`src/rtl/cpu_pkg.sv`:
```
// Shared definitions for the 8-bit RISC CPU: widths, opcodes, fetch states.
package cpu_pkg;

    localparam int ADDR_W = 5;
    localparam int DATA_W = 8;

    // Instruction opcodes, held in word[7:5].
    typedef enum logic [2:0] {
        HLT = 3'b000,
        SKZ = 3'b001,
        ADD = 3'b010,
        AND = 3'b011,
        XOR = 3'b100,
        LDA = 3'b101,
        STO = 3'b110,
        JMP = 3'b111
    } opcode_t;

    // Fetch unit sequencing states.
    typedef enum logic [2:0] {
        ST_IDLE  = 3'd0,
        ST_FETCH = 3'd1,
        ST_ISSUE = 3'd2,
        ST_EXEC  = 3'd3,
        ST_HALT  = 3'd4
    } fetch_state_t;

endpackage

```
`src/rtl/fetch_unit.sv`:
```
// Instruction fetch unit: owns the program counter, reads instruction words
// over a req/ack port, hands opcode/operand to the controller over
// valid/ready, then applies halt, jump or skip when execution finishes.
module fetch_unit #(
    parameter int ADDR_W = cpu_pkg::ADDR_W,
    parameter int DATA_W = cpu_pkg::DATA_W
) (
    input  logic              clk,
    input  logic              rst_n,
    output logic              mem_req,
    output logic [ADDR_W-1:0] mem_addr,
    input  logic              mem_ack,
    input  logic [DATA_W-1:0] mem_rdata,
    output logic              instr_valid,
    input  logic              instr_ready,
    output logic [2:0]        opcode,
    output logic [ADDR_W-1:0] operand,
    input  logic              exec_done,
    input  logic              stop,
    input  logic              redirect,
    input  logic [ADDR_W-1:0] redirect_addr,
    input  logic              skip,
    input  logic              acc_zero,
    output logic [ADDR_W-1:0] pc,
    output logic              halted
);

    import cpu_pkg::*;

    localparam logic [ADDR_W-1:0] PC_ONE = ADDR_W'(1);

    fetch_state_t      state;
    logic [DATA_W-1:0] ir;

    // The address bus is the program counter itself; pc only moves on the
    // ack edge, so the address stays stable for the whole read.
    assign mem_addr = pc;

    // Opcode and operand are fields of the instruction register, which only
    // loads on a fetch handshake, so they hold while waiting for instr_ready.
    assign opcode  = ir[DATA_W-1 -: 3];
    assign operand = ir[ADDR_W-1:0];

    // Sequencer: state, pc, instruction register and registered handshake outputs.
    always_ff @(posedge clk or negedge rst_n) begin
        if (!rst_n) begin
            state       <= ST_IDLE;
            pc          <= '0;
            ir          <= '0;
            mem_req     <= 1'b0;
            instr_valid <= 1'b0;
            halted      <= 1'b0;
        end else begin
            // NOTE: non-blocking assignments so every register here samples
            // the pre-edge values of the others (e.g. pc+1 uses the old pc).
            case (state)
                ST_IDLE: begin
                    mem_req <= 1'b1;
                    state   <= ST_FETCH;
                end

                ST_FETCH: begin
                    if (mem_ack) begin
                        ir          <= mem_rdata;
                        pc          <= pc + PC_ONE;
                        mem_req     <= 1'b0;
                        instr_valid <= 1'b1;
                        state       <= ST_ISSUE;
                    end
                end

                ST_ISSUE: begin
                    if (instr_ready) begin
                        instr_valid <= 1'b0;
                        state       <= ST_EXEC;
                    end
                end

                ST_EXEC: begin
                    if (exec_done) begin
                        if (stop) begin
                            halted <= 1'b1;
                            state  <= ST_HALT;
                        end else begin
                            if (redirect) begin
                                pc <= redirect_addr;
                            end else if (skip && acc_zero) begin
                                pc <= pc + PC_ONE;
                            end
                            mem_req <= 1'b1;
                            state   <= ST_FETCH;
                        end
                    end
                end

                ST_HALT: begin
                    halted <= 1'b1;
                end

                default: begin
                    mem_req     <= 1'b0;
                    instr_valid <= 1'b0;
                    halted      <= 1'b0;
                    state       <= ST_IDLE;
                end
            endcase
        end
    end

endmodule

```
`config.mk`:
```
export PLATFORM = sky130hd
export DESIGN_NAME = fetch_unit
export DESIGN_NICKNAME = d
export VERILOG_FILES = /design/src/rtl/cpu_pkg.sv /design/src/rtl/fetch_unit.sv
export SDC_FILE = /design/constraint.sdc
export NUM_CORES = 1
export LEC_CHECK = 0
export BUFFER_PORTS_ARGS = -buffer_cell sky130_fd_sc_hd__clkbuf_2
export CAP_MARGIN = 10
export CORE_AREA = 2 2 57 59
export DETAILED_ROUTE_END_ITERATION = 10
export DIE_AREA = 0 0 59 61
export PLACE_DENSITY = 0.64
export SETUP_SLACK_MARGIN = 0.02
export SYNTH_ARGS = -nofsm -noshare
export SYNTH_HDL_FRONTEND = slang
export SYNTH_SLANG_ARGS = --single-unit
```
`constraint.sdc`:
```
create_clock -name clk -period 2.43 [get_ports clk]
set_input_delay 0.1215 -clock clk [delete_from_list [all_inputs] [get_ports clk]]
set_output_delay 0.1215 -clock clk [all_outputs]
set_load 0.01 [all_outputs]
```
# After elaboration in Yosys (flattened, before gate mapping)
# Index checks and enable logic that the tools add are counted.
[op_classes]
addsub = 1
n_eq_ne = 10
n_mux = 21
n_bitwise = 4
reduce_logical = 12
[op_table]
columns = ["op", "n"]
rows = [
  ["two-way mux 5 bit", 5],
  ["case mux 3 bit (5 select lines)", 1],
  ["two-way mux 3 bit", 4],
  ["!= test 2 bit, second input constant", 5],
  ["case mux 5 bit (2 select lines)", 1],
  ["AND reduction 4 bit", 2],
  ["two-way mux 1 bit", 7],
  ["== test 3 x 2 -> 1 bit, second input constant", 2],
  ["case mux 1 bit (3 select lines)", 2],
  ["AND reduction 3 bit", 2],
  ["OR reduction 3 bit", 2],
  ["adder 5 x 1 -> 5 bit, second input constant", 1],
  ["AND reduction 5 bit", 1],
  ["NOT 1 bit", 4],
  ["case mux 1 bit (4 select lines)", 1],
  ["== test 3 x 1 -> 1 bit, second input constant", 1],
  ["== test 3 bit, second input constant", 1],
  ["zero test 3 bit", 1],
  ["!= test 3 bit, second input constant", 1],
  ["AND reduction 2 bit", 1],
  ["nonzero test 2 bit", 1],
  ["OR reduction 2 bit", 1],
  ["logical AND 1 bit", 1],
]
[totals]
regBits = 19
word_cells = 54

# Logic depth before layout (Yosys ltp)
[logic_depth]
ltp_word = 6
mapped_depth = 6

# Worst setup path before layout
# Ideal clock, no wire load.
[synth_path]
kind = "register to register"
startpoint = "register state[2]"
endpoint = "register ir[0]"
setup_time_ns = 0.125
arrival_time_ns = 1.303
required_ns = 2.305
setup_slack_ns = 1.002
stages_incl_launch_ff = 5
period_less_slack_ns = 1.428
cell_sequence = "dfrtp_1 > buf_2 > nand2b_1 > nor2_4 > mux2_2"
[synth_between]
elab_chain_len = 2
[synth_rtl]
columns = ["item", "line", "source"]
rows = [
  ["start: declaration", "fetch_unit.sv:32", "fetch_state_t state;"],
  ["start signal: assignment", "fetch_unit.sv:47", "state <= ST_IDLE;"],
  ["start signal: assignment", "fetch_unit.sv:59", "state <= ST_FETCH;"],
  ["start signal: assignment", "fetch_unit.sv:68", "state <= ST_ISSUE;"],
  ["== test 3 x 1 -> 1 bit", "fetch_unit.sv:56", "case (state)"],
  ["AND reduction 2 bit (no source line)", "n/a", ""],
  ["end signal: assignment", "fetch_unit.sv:64", "ir <= mem_rdata;"],
  ["end: declaration", "fetch_unit.sv:33", "logic [DATA_W-1:0] ir;"],
]
# No other way between the ends.
# A chain may end at the register's enable or synchronous reset.

# Worst setup path after layout
[layout_path]
startpoint = "register state[0]"
endpoint = "register ir[6]"
# Same word-level chain as after synthesis.

==> metrics <==
Worst Hold Depth=2; PortBufs=42; unrepaired setup endpoints after global routing=no; vias in the first global route=782; dpl hpwl=1550 µm; Worst path slowest cell=dfrtp_1; CTS H-tree depth=1; hold crit path type=input pin to register; area of the core=2950 µm²; mapped cell area=1010 µm²; min-delay src=mem_rdata[7]; # diodes=0; Seq/Total Area, Yosys=0.469; Final min period=1620 ps; setup bufs post-CTS=0; Clk Latency, worst-skew pair=290 ps; CTS buffer count=3; GRT Residual Overflow=0; crit-path cells=nand2b_1 > nor2_4 > mux2_2; Initial Util=0.344; r2r startpoint=state[0]; filler cell count in the final layout=313; asr flop ratio synth=1.00; flop-to-flop setup slack=810 ps; count of final hold-check violations=0; EDFF count, synth=0; Starting DRT DRC Count=7; most frequent cells after synthesis=dfrtp_1 (19), o21ai_0 (10), mux2_2 (9), nand3_1 (6), buf_4 (5); reg2reg end=ir[6]; Antenna Violating Nets Remaining=0; synthesized area per cell=10.8 µm²; Total Routing Usage GR=0.126; Die Ht=61 µm; largest net degree at the start of global routing=20; clock root buffer=clkbuf_4; Final Max Slew Viols=0; WHS=37.8 ps; PD cells=1230 nW/µm²; global-route wire length before repair=3390 µm; drt drc=0; WL/cell=12.0 µm; worst hold endpoint=ir[7]; CTS tree=built; count of cell types in the netlist=30; Setup crit end kind=register; top cells by area, synth=dfrtp_1 (47%), mux2_2 (10%), o21ai_0 (4.9%); count leader, synth=dfrtp_1; initial antenna violation count=0; syn_nets=117; clk buf depth=2; die area=3600 µm²; final weighted congestion in routability-driven placement=0.898; Setup crit start kind=register; vias per cell=5.07; Final Cycle Share=0.668; total wire length=1980 µm; Synth top area share=0.469; status=completed; Reg clk slew, reported paths=110 ps; # setup viols final=0; via count=836; #FFs+latches synth=19; Peak VDD IR=678 µV; fin util=0.420; predominant post-synthesis flop cell=dfrtp_1; WP data required=2610 ps; fraction of layout cells with a size suffix above 1=0.455; CP Max Fanout=12; Sink Count=19; Cell Rows=20; Synth area leader=dfrtp_1; Area Growth Syn to Fin=22.2%; crit-path max cell delay=580 ps; Ports=43; Die X=59 µm; crit path DAT=1810 ps; cell count after synthesis=94; critical path class=register to register; post-CTS sizing=0; Lkg Pwr=0.607 nW; Ys Warns=0; Slew HR=0.686; DRT Pass-1 Iters=4; nets@finish=156; Reg2Reg Depth=3; fmax=616 MHz; Layout Skew=7.61 ps; hold_buf cts=1; Max-Cap Viols=0; Worst Tran Pin Value=471 ps; total power=1.52 mW; final setup TNS=0 ps
[cell families (layout without fill, tap and decap cells)]
family                   after synthesis  after routing  share of synthesized area
adder cells (fa/ha/maj)                1              1                     0.0123
AND/OR/NAND/NOR                       27             27                      0.165
AO/OA/AOI/OAI                         24             24                      0.165
flip-flops                            19             19                      0.469
multiplexers                          10             10                      0.111
buffers and inverters                 13             51                     0.0777
[placed cells by master (no fill, tap or decap), types with 2 or more instances in the layout]
master     synthesis  layout
clkbuf_2           0      42
a21oi_1            2       2
dfrtp_1           19      19
nor2b_1            3       3
a221oi_1           2       2
nand3_1            6       6
and3_1             2       2
clkbuf_4           0       3
a22oi_1            2       2
mux2_2             9       9
inv_1              4       4
nand2b_1           3       3
nand2_1            3       3
a2bb2oi_1          2       2
nor2_1             4       4
a211oi_1           2       2
o21ai_0           10      10
[worst max-delay path by stage]
stage                        start    end  cells after the start
after global routing      state[0]  ir[6]                      3
after CTS                 state[0]  ir[6]                      3
after global placement    state[0]  ir[4]                      3
after floorplan           state[2]  ir[0]                      4
after detailed placement  state[0]  ir[6]                      3
final                     state[0]  ir[6]                      3
[power by group]
part           internal (mW)  total [mW]  switching [mW]
Clock                 0.0612       0.156          0.0947
Combinational          0.369       0.722           0.353
Sequential             0.472       0.646           0.174
[metrics by stage]
| stage | cells | area, µm² | setup slack [ps] |
|---|---|---|---|
| 6_report | 165 | 1240 | 806 |
| 2_1_floorplan | 94 | 1010 | 1000 |
| 4_1_cts | 165 | 1240 | 791 |
| 5_1_grt | 165 | 1240 | 686 |
| 3_3_place_gp | 160 | 1200 | 858 |
| 3_5_place_dp | 160 | 1200 | 806 |
[critical path, delay by kind of cell (launching register included)]
family        cells  cell delay [ps]
flops             1              580
simple gates      2              570
mux               1              370
[registers in the layout (all words and copies together) (netlist names)]
name and count:
ir 8, state 3, mem_req 1, instr_valid 1, halted 1, mem_addr 5
[final cells by class]
class                   instances  area, µm²  share of cell area
inverters                       4       15.0              0.0121
repair buffers                 43        220               0.178
multi-input cells              62        460               0.371
flip-flops and latches         19        475               0.383
clock inverters                 1       5.00             0.00404
clock buffers                   3       22.5              0.0182
well taps                      33       41.3              0.0333
[per-layer routing]
layer,wire (µm),GRT usage
met5,0,0
met4,31,0.0584
met3,147,0.0341
met2,886,0.195
met1,915,0.164
No activity file was read; power rests on OpenSTA's default activity.
